<file path="src/rtl/alu_op_sequencer_pkg.sv">
// Shared constants and types for the ALU result-select sequencer:
// select codes for the 5:1 result mux and the sequencer FSM state encoding.
package alu_op_sequencer_pkg;

    localparam int ALU_NUM_OPS = 5;

    localparam logic [3:0] OP_ADD  = 4'd0;
    localparam logic [3:0] OP_SUB  = 4'd1;
    localparam logic [3:0] OP_XOR  = 4'd2;
    localparam logic [3:0] OP_SLT  = 4'd3;
    localparam logic [3:0] OP_NAND = 4'd4;

    typedef enum logic [1:0] {
        ST_IDLE   = 2'd0,
        ST_SETTLE = 2'd1,
        ST_RESP   = 2'd2
    } seq_state_t;

endpackage

</file>
<file path="src/rtl/alu_op_sequencer_settle_timer.sv">
// Down-counter that measures the settle time of the result mux after a new
// select/operand set has been registered; zero flags the capture cycle.
module settle_timer #(
    parameter int W = 2
) (
    input  logic         clk,
    input  logic         rst,
    input  logic         load,
    input  logic [W-1:0] load_val,
    input  logic         dec,
    output logic         zero
);

    logic [W-1:0] count_q;
    logic [W-1:0] count_d;

    // Load wins over decrement; the counter parks at zero rather than wrapping.
    always_comb begin
        count_d = count_q;
        if (load) begin
            count_d = load_val;
        end else if (dec && (count_q != '0)) begin
            count_d = count_q - W'(1);
        end
    end

    always_ff @(posedge clk or posedge rst) begin
        if (rst) begin
            count_q <= '0;
        end else begin
            count_q <= count_d;
        end
    end

    assign zero = (count_q == '0);

endmodule

</file>
<file path="src/rtl/alu_op_sequencer.sv">
// Initiator for the ALU result-select path: accepts a request, drives operands and
// select to the result mux, waits for the mux to settle, then returns the result.
module alu_op_sequencer
    import alu_op_sequencer_pkg::*;
#(
    parameter int WIDTH   = 32,
    parameter int CTL_W   = 4,
    parameter int NUM_OPS = ALU_NUM_OPS,
    parameter int SETTLE  = 3,
    parameter int CNT_W   = 16
) (
    input  logic             clk,
    input  logic             rst,
    input  logic             req_valid,
    output logic             req_ready,
    input  logic [CTL_W-1:0] req_op,
    input  logic [WIDTH-1:0] req_a,
    input  logic [WIDTH-1:0] req_b,
    output logic [WIDTH-1:0] alu_a,
    output logic [WIDTH-1:0] alu_b,
    output logic [CTL_W-1:0] alu_ctl,
    input  logic [WIDTH-1:0] alu_out,
    output logic             rsp_valid,
    input  logic             rsp_ready,
    output logic [WIDTH-1:0] rsp_data,
    output logic             rsp_err,
    output logic [CNT_W-1:0] ops_done,
    output logic [CNT_W-1:0] err_count
);

    localparam int TIMER_W = (SETTLE > 1) ? $clog2(SETTLE) : 1;

    seq_state_t       state_q, state_d;
    logic [WIDTH-1:0] alu_a_q, alu_a_d;
    logic [WIDTH-1:0] alu_b_q, alu_b_d;
    logic [CTL_W-1:0] alu_ctl_q, alu_ctl_d;
    logic [WIDTH-1:0] rsp_data_q, rsp_data_d;
    logic             rsp_err_q, rsp_err_d;
    logic             rsp_valid_q, rsp_valid_d;
    logic [CNT_W-1:0] ops_done_q, ops_done_d;
    logic [CNT_W-1:0] err_count_q, err_count_d;

    logic timer_load;
    logic timer_dec;
    logic timer_zero;
    logic op_legal;

    assign op_legal = ({1'b0, req_op} < (CTL_W+1)'(NUM_OPS));

    settle_timer #(
        .W (TIMER_W)
    ) u_settle_timer (
        .clk      (clk),
        .rst      (rst),
        .load     (timer_load),
        .load_val (TIMER_W'(SETTLE - 1)),
        .dec      (timer_dec),
        .zero     (timer_zero)
    );

    always_comb begin
        state_d     = state_q;
        alu_a_d     = alu_a_q;
        alu_b_d     = alu_b_q;
        alu_ctl_d   = alu_ctl_q;
        rsp_data_d  = rsp_data_q;
        rsp_err_d   = rsp_err_q;
        rsp_valid_d = rsp_valid_q;
        ops_done_d  = ops_done_q;
        err_count_d = err_count_q;
        timer_load  = 1'b0;
        timer_dec   = 1'b0;

        unique case (state_q)
            ST_IDLE: begin
                if (req_valid) begin
                    alu_a_d = req_a;
                    alu_b_d = req_b;
                    // An illegal select never reaches the mux; answer with an error at once.
                    if (op_legal) begin
                        alu_ctl_d  = req_op;
                        timer_load = 1'b1;
                        state_d    = ST_SETTLE;
                    end else begin
                        rsp_data_d  = '0;
                        rsp_err_d   = 1'b1;
                        rsp_valid_d = 1'b1;
                        if (err_count_q != '1) begin
                            err_count_d = err_count_q + CNT_W'(1);
                        end
                        state_d = ST_RESP;
                    end
                end
            end
            ST_SETTLE: begin
                if (timer_zero) begin
                    rsp_data_d  = alu_out;
                    rsp_err_d   = 1'b0;
                    rsp_valid_d = 1'b1;
                    if (ops_done_q != '1) begin
                        ops_done_d = ops_done_q + CNT_W'(1);
                    end
                    state_d = ST_RESP;
                end else begin
                    timer_dec = 1'b1;
                end
            end
            ST_RESP: begin
                if (rsp_ready) begin
                    rsp_valid_d = 1'b0;
                    state_d     = ST_IDLE;
                end
            end
            default: begin
                state_d = ST_IDLE;
            end
        endcase
    end

    always_ff @(posedge clk or posedge rst) begin
        if (rst) begin
            state_q     <= ST_IDLE;
            alu_a_q     <= '0;
            alu_b_q     <= '0;
            alu_ctl_q   <= '0;
            rsp_data_q  <= '0;
            rsp_err_q   <= 1'b0;
            rsp_valid_q <= 1'b0;
            ops_done_q  <= '0;
            err_count_q <= '0;
        end else begin
            state_q     <= state_d;
            alu_a_q     <= alu_a_d;
            alu_b_q     <= alu_b_d;
            alu_ctl_q   <= alu_ctl_d;
            rsp_data_q  <= rsp_data_d;
            rsp_err_q   <= rsp_err_d;
            rsp_valid_q <= rsp_valid_d;
            ops_done_q  <= ops_done_d;
            err_count_q <= err_count_d;
        end
    end

    assign req_ready = (state_q == ST_IDLE);
    assign alu_a     = alu_a_q;
    assign alu_b     = alu_b_q;
    assign alu_ctl   = alu_ctl_q;
    assign rsp_valid = rsp_valid_q;
    assign rsp_data  = rsp_data_q;
    assign rsp_err   = rsp_err_q;
    assign ops_done  = ops_done_q;
    assign err_count = err_count_q;

endmodule

</file>
<file path="config.mk">
export PLATFORM = sky130hd
export DESIGN_NAME = alu_op_sequencer
export DESIGN_NICKNAME = d
export VERILOG_FILES = /design/src/rtl/alu_op_sequencer_pkg.sv /design/src/rtl/alu_op_sequencer_settle_timer.sv /design/src/rtl/alu_op_sequencer.sv
export SDC_FILE = /design/constraint.sdc
export NUM_CORES = 1
export LEC_CHECK = 0
export CAP_MARGIN = 10
export CORE_MARGIN = 2
export CORE_UTILIZATION = 40
export CTS_CLUSTER_DIAMETER = 120
export CTS_CLUSTER_SIZE = 28
export DETAILED_ROUTE_END_ITERATION = 6
export DONT_BUFFER_PORTS = 1
export GPL_TIMING_DRIVEN = 0
export SETUP_SLACK_MARGIN = 0.15
export SKIP_LAST_GASP = 1
export SYNTH_ARGS = -nofsm -noshare
export SYNTH_HDL_FRONTEND = slang
export SYNTH_HIERARCHICAL = 1
export SYNTH_SLANG_ARGS = --single-unit
</file>
<file path="constraint.sdc">
create_clock -name clk -period 5.7 [get_ports clk]
set_input_delay 0.855 -clock clk [delete_from_list [all_inputs] [get_ports clk]]
set_output_delay 0.855 -clock clk [all_outputs]
set_load 0.01 [all_outputs]
</file>
==> results of run 1 <==
==> kinds of logic after synthesis <==
group | Yosys count | synth area share [%]
buffers and inverters | 27 | 2.07
xor gates and xnor gates | 27 | 4.17
muxes | 72 | 14.3
adders and majority gates | 3 | 0.662
AOI/OAI and AO/OA | 57 | 7.99
DFF | 138 | 60.9
other | 2 | 0.132
and+or+nand+nor | 87 | 9.82
==> synth_stat cells (all sizes together), types with 4 or more instances <==
master / number / area, um2
dfrtp: 138 / 3450
mux2: 70 / 788
a22o: 32 / 280
xor2: 24 / 210
nand4: 13 / 87.6
nand2: 12 / 45.0
buf: 11 / 57.6
nor3: 11 / 60.1
nand3: 9 / 45.0
clkbuf: 8 / 30.0
inv: 8 / 30.0
nor2: 8 / 30.0
a21oi: 7 / 35.0
nor4b: 6 / 73.8
and2: 5 / 31.3
nor3b: 4 / 41.3
nor4: 4 / 31.3
o211ai: 4 / 35.0
==> sequential cells by signal, indices dropped and copies added (netlist names) <==
signal                  cells
u_settle_timer/count_q      2
err_count                  16
alu_b                      32
alu_a                      32
ops_done                   16
rsp_valid                   1
rsp_err                     1
rsp_data                   32
state_q                     2
alu_ctl                     4
==> power groups by stage <==
stage	sequential [mW]	combinational (mW)	clock [mW]
6_report	1.83	0.632	1.03
5_1_grt	1.89	0.700	1.10
4_1_cts	1.84	0.648	1.05
3_5_place_dp	1.85	0.650	0
3_3_place_gp	1.84	0.605	0
2_1_floorplan	1.74	0.537	0
==> worst reg2reg max path, delay by kind of cell (launching register included) <==
family | cells | cell delay [ns]
simple gates | 3 | 0.81
buf+inv | 2 | 0.54
flops | 1 | 0.35
compound gates | 1 | 0.31
==> layout make-up <==
type                            count  area [um2]
Fill cell                        1241        7380
Sequential cell                   138        3450
Multi-Input combinational cell    248        2100
Clock buffer                       23         508
Tap cell                          180         225
Buffer                             19        87.6
Clock inverter                      9        61.3
Inverter                            8        35.0
Timing Repair Buffer                1        27.5
==> path summary, 6_finish.rpt <==
path	endpoint	cells after the start	slack (ns)	startpoint
max reg2reg	u_settle_timer/count_q[1]	6	3.58	state_q[0]
min reg2reg	rsp_data[31]	1	0.57	rsp_data[31]
min in group clk	rsp_valid	1	0.56	rsp_ready
max	u_settle_timer/count_q[1]	6	3.58	state_q[0]
max in group asynchronous	alu_b[26]	2	4.59	rst
min	u_settle_timer/count_q[0]	1	0.18	rst
==> metrics by stage <==
step	setup WS (ns)	std cells	util [%]	cell area, um2
3_3_place_gp	0.00373	593	42.5	5900
5_1_grt	3.42	626	46.8	6500
4_1_cts	3.53	626	46.8	6500
6_report	3.58	626	46.8	6500
2_1_floorplan	1.21	413	-	5670
3_5_place_dp	3.19	594	42.7	5930
==> cells in the final DEF (no fill, tap or decap), drive strengths merged, types with 2 or more instances in the layout <==
cell and instances:
a211oi 2, xnor2 3, nor3 11, nand2b 2, conb 2, buf 12
o21ai 3, or3 2, clkinvlp 2, a21o 2, mux2 70, nor4b 6
clkinv 5, nand4 13, xor2 24, inv 10, a22o 32, clkbuf 31
and2b 2, ha 3, o211ai 4, nor3b 4, mux2i 2, a31oi 2
a21oi 7, dfrtp 138, or2 2, nor4 4, nand2 12, nor2 8
and4 3, and2 5, a221o 2, nand3 9
==> per-layer routing <==
layer	wire length, um	global-route usage [%]	vias to the layer above
met2	6410	26.8	173
met4	181	6.96	0
met5	0	0	-
li1	-	-	1536
met1	4740	18.3	1710
met3	1230	7.66	13
==> run metrics, run 1 <==
core area=13,900 um2; Post-CTS Repair Setup Buffers=0; Area Overhead vs Synth=14.6%; via count=3,432; hpwl dp=9.13 mm; clock-pin slew on the worst setup and hold paths=0.05 ns; Die Y=123 um; row count=43; Total GRT Usage=16.4%; CP Data Required Time=5.99 ns; CTS tree=built; Peak VDD IR=0.255 mV; Pre-antenna DRT Iters=4; critical path type=reg -> reg; register share of total power=52.4%; vias in the first global route=3,644; post-synthesis sequential area ratio=60.9%; vias per cell=5.48; Clk Tree Root Cell=clkbuf_16; Clock Sinks=138; max incr delay on CP=0.38 ns; top_reg_cell synth=dfrtp_1; clk buf depth=2; Final Max Tran Viols=0; worst path bufs/invs=2; I/O Pins=239; number of DRC markers in iteration 0=121; Logic pwr share=18.1%; Placer Congestion=0.846; Mapped Cells=413; Avg Inst Size Synth=13.7 um2; outcome=completed; Setup Skew=0.00675 ns; Tmin final=2.12 ns; fraction of registers with async set/reset=100%; final worst-path cycle share=37.1%; Slew headroom=60.9%; Synth Register Bits=138; post-DR wirelength/cell=20.1 um; CP max stage cell=nor3b_4; Tightest Hold Check Type=in -> async; Fin Hold WS=0.184 ns; Hold Buf Count CTS=0; WL final=12.6 mm; cts bufs inserted=17; diode count=0; Post-Synthesis Cell Area=5670 um2; library cells used by synthesis=52; Crit Path Max Fanout=10; cell family with most CP delay=simple AND/OR/NAND/NOR gates; Final Hold Fails=0; power per cell area=537 nW/um2; Sw Share=33.0%; CP Cell Sequence=buf_2 -> nor3b_4 -> and2_0 -> clkbuf_1 -> and2b_1 -> a221o_1; NetSw=1.15 mW; CP startpoint kind=flop; Least-Margin Pin Slew=0.583 ns; first-pass GRT wire length=18.8 mm; Total Die Area=15,100 um2; Final #Nets=540; max-capacitance violation count=0; post-route ant nets=0; chip width=123 um; initial antenna violation count=0; layout cells sized above 1=27.4%; Max H-tree Level=4; Crit. End Element=flop; remaining global-route overflow=0; Post-Route Setup TNS=0 ns; clock share of power=29.5%; Post-CTS Resized=0; Max Freq=473 MHz; Worst EP arrival=2.41 ns; Buffers on Ports=0; largest net degree at the start of global routing=87; Final setup viols=0; Clk Latency, worst-skew pair=0.41 ns; Internal=2.34 mW; DRC viols=0; Mapped Nets=520; leak pwr=2.93 nW; starting density of the core=40.9%; overall power=3.49 mW; Post-synth EDFFs=0; Ys Warns=6; RSZ-0062 raised after global routing=no
(Power assumes the default switching activity.)
==> run 2, diff against run 1 <==
--- a/config.mk
+++ b/config.mk
@@ -5,6 +5,7 @@
 export SDC_FILE = /design/constraint.sdc
 export NUM_CORES = 1
 export LEC_CHECK = 0
+export ABC_AREA = 1
 export CAP_MARGIN = 10
 export CORE_MARGIN = 2
 export CORE_UTILIZATION = 40
==> constraint.sdc (replaced) <==
create_clock -name clk -period 2.13 [get_ports clk]
set_input_delay 0.3195 -clock clk [delete_from_list [all_inputs] [get_ports clk]]
set_output_delay 0.3195 -clock clk [all_outputs]
set_load 0.01 [all_outputs]
==> run 2 against run 1 <==
Effect of this change:
- non-clock buffer count up 69
- cell area up 17%
- die area up 6.9%
- critical endpoint is now rsp_data[15]
- maximum frequency up 20%
- utilization up 3.9 points
- routed wire length up 24%
- synthesized cell count up 84%
- register-to-register slack worse by 3.2 ns
- critical path type unchanged
- area after synthesis up 7.1%
- cell count up 66%
==> run metrics, run 2 <==
row count=45; Crit Path Max Fanout=10; cell family with most CP delay=simple AND/OR/NAND/NOR gates; register share of total power=46.7%; vias per cell=4.77; Post-synth EDFFs=0; Total Die Area=16,200 um2; Tightest Hold Check Type=in -> reg; leak pwr=4.02 nW; WL final=15.6 mm; final worst-path cycle share=82.5%; Synth Register Bits=138; Mapped Cells=759; Crit. Startpoint=u_settle_timer/count_q[0]; Buffers on Ports=0; worst path bufs/invs=3; via count=4,972; fraction of registers with async set/reset=100%; post-synthesis sequential area ratio=56.8%; initial antenna violation count=0; critical path depth=10; post-DR wirelength/cell=15.0 um; library cells used by synthesis=27; CP Cell Sequence=inv_1 -> ha_1 -> inv_1 -> nand2_1 -> nand2_1 -> nor2_1 -> nand3_2 -> buf_4 -> nand2_1 -> nand2_1; Least-Margin Pin Slew=0.651 ns; count leader, synth=nand2_1; remaining global-route overflow=0; Peak VDD IR=0.486 mV; Pre-antenna DRT Iters=4; CP dominant cell by count=nand2_1; RR Endpoint=rsp_data[15]; Clock Sinks=138; Slew headroom=56.5%; RSZ-0062 raised after global routing=no; Tmin final=1.76 ns; critical path endpoint=rsp_data[15]; Post-synth top cells=nand2_1 (446), dfrtp_1 (138), inv_1 (36); Die Y=127 um; Util after Layout=50.7%; chip width=127 um; clock-pin slew on the worst setup and hold paths=0.06 ns; fin area=7620 um2; FF-to-FF Start=u_settle_timer/count_q[0]; post-route ant nets=0; reg2reg path depth=10; Max H-tree Level=4; DRC viols=0; diode count=0; Post-CTS Repair Setup Buffers=0; power per cell area=1310 nW/um2; Ys Warns=6; critical path type=reg -> reg; NetSw=3.73 mW; I/O Pins=239; Crit. End Element=flop; Post-Synthesis Cell Area=6080 um2; starting density of the core=40.4%; Clk Tree Root Cell=clkbuf_16; Logic pwr share=21.4%; Final #Nets=949; Placer Congestion=0.783; most common cell after layout, fill and taps aside=nand2_1; layout cells sized above 1=8.43%; Setup Skew=0.00946 ns; outcome=completed; Yosys top cell by area=dfrtp_1; vias in the first global route=4,722; Avg Inst Size Synth=8.01 um2; Clk Latency, worst-skew pair=0.42 ns; first-pass GRT wire length=24.5 mm; Final Max Tran Viols=0; most frequent cells in the layout=nand2_1 (446), dfrtp_1 (138), dlygate4sd3_1 (61), inv_1 (35), nor2_1 (27); hpwl dp=10.9 mm; top cells by area, synth=dfrtp_1 (57%), nand2_1 (28%), inv_1 (2.2%); cts bufs inserted=17; Area Overhead vs Synth=25.5%; clk buf depth=2; max incr delay on CP=0.40 ns; CP max stage cell=dfrtp_1; Total GRT Usage=19.4%; Max Freq=569 MHz; max-capacitance violation count=0; number of DRC markers in iteration 0=243; Worst EP arrival=2.07 ns; Final setup viols=0; clock share of power=31.9%; Area after DPL=6370 um2; Final Hold Fails=0; CP startpoint kind=flop; CP Data Required Time=2.44 ns; Sw Share=37.2%; R2R Setup Slk=0.37 ns; Mapped Nets=866; core area=15,000 um2; largest net degree at the start of global routing=42; top_reg_cell synth=dfrtp_1; Synth top area share=56.8%; CTS tree=built; Internal=6.29 mW
==> run 2: cell types whose count changed in the layout (fill, tap and decap cells not counted), sizes merged, moves of 11 or more <==
cell,delta
nand3,+18
dlygate4sd3,+61
mux2,-70
a22o,-32
buf,+11
xor2,-19
nor2,+28
inv,+37
nand2,+438
==> run 2: worst min path at each step <==
stage	to	start	slack [ns]	cells past startpoint
finish	rsp_data[0]	alu_out[0]	0.02	2
global route	rsp_data[6]	alu_out[6]	0.003	2
floorplan	u_settle_timer/count_q[0]	rst	0.06	1
global placement	u_settle_timer/count_q[1]	rst	0.07	1
detailed placement	u_settle_timer/count_q[0]	rst	0.07	1
CTS	alu_b[6]	req_b[6]	0.00006	2
==> run 2: metal layers <==
metal  vias up  part of all wire (%)  global-route usage [%]
li1       2473                     -                       -
met1      2309                    42                    24.4
met2       171                    48                    31.3
met3        19                   8.2                    6.78
met4         0                   1.6                    6.59
met5         -                     0                       0
==> run 2: power groups by stage <==
| stage | combinational, mW | sequential (mW) | clock, mW |
|---|---|---|---|
| 6_report | 2.14 | 4.69 | 3.20 |
| 2_1_floorplan | 1.60 | 4.47 | 0 |
| 4_1_cts | 2.16 | 4.69 | 3.26 |
| 5_1_grt | 2.50 | 4.80 | 3.39 |
| 3_5_place_dp | 2.07 | 4.72 | 0 |
| 3_3_place_gp | 2.01 | 4.72 | 0 |
==> run 2: cell type report <==
cell class                 instances  area (um2)
clock buffer                      17         425
tap                              188         235
fill                            1406        7410
buffer                            25         143
sequential                       138        3450
timing repair buffer              64         671
multi-input combinational        555        2330
clock inverter                    14         209
inverter                          41         158
==> run 2: kinds of logic (layout without fill, tap and decap cells) <==
family / after synthesis / in the layout / share of synthesized area [%]
flip-flops: 138 / 138 / 56.8
adder cells (fa/ha/maj): 3 / 3 / 0.618
AO/OA/AOI/OAI: 10 / 10 / 0.885
XOR/XNOR: 13 / 13 / 1.87
buffers and inverters: 66 / 161 / 4.86
AND/OR/NAND/NOR: 527 / 527 / 34.8
other: 2 / 2 / 0.124
==> run 2: timing repair <==
action,CTS,global route
endpoints found under the hold margin,86,0
pin swaps,0,0
gates cloned,0,0
endpoints found under the setup margin,10,4
hold buffers,61,0
resized for setup,1,1
==> run 2: stage by stage <==
stage               power, mW  setup slack [ns]  setup TNS (ns)  instances  hold slack (ns)
floorplan                6.07             0.117               0        759           0.0607
global placement         6.72            -0.711          -94.88        947           0.0651
detailed placement       6.79             0.108               0        950           0.0687
CTS                      10.1             0.251               0       1042        0.0000645
global route             10.7             0.171               0       1042          0.00291
finish                   10.0             0.373               0       1042           0.0150
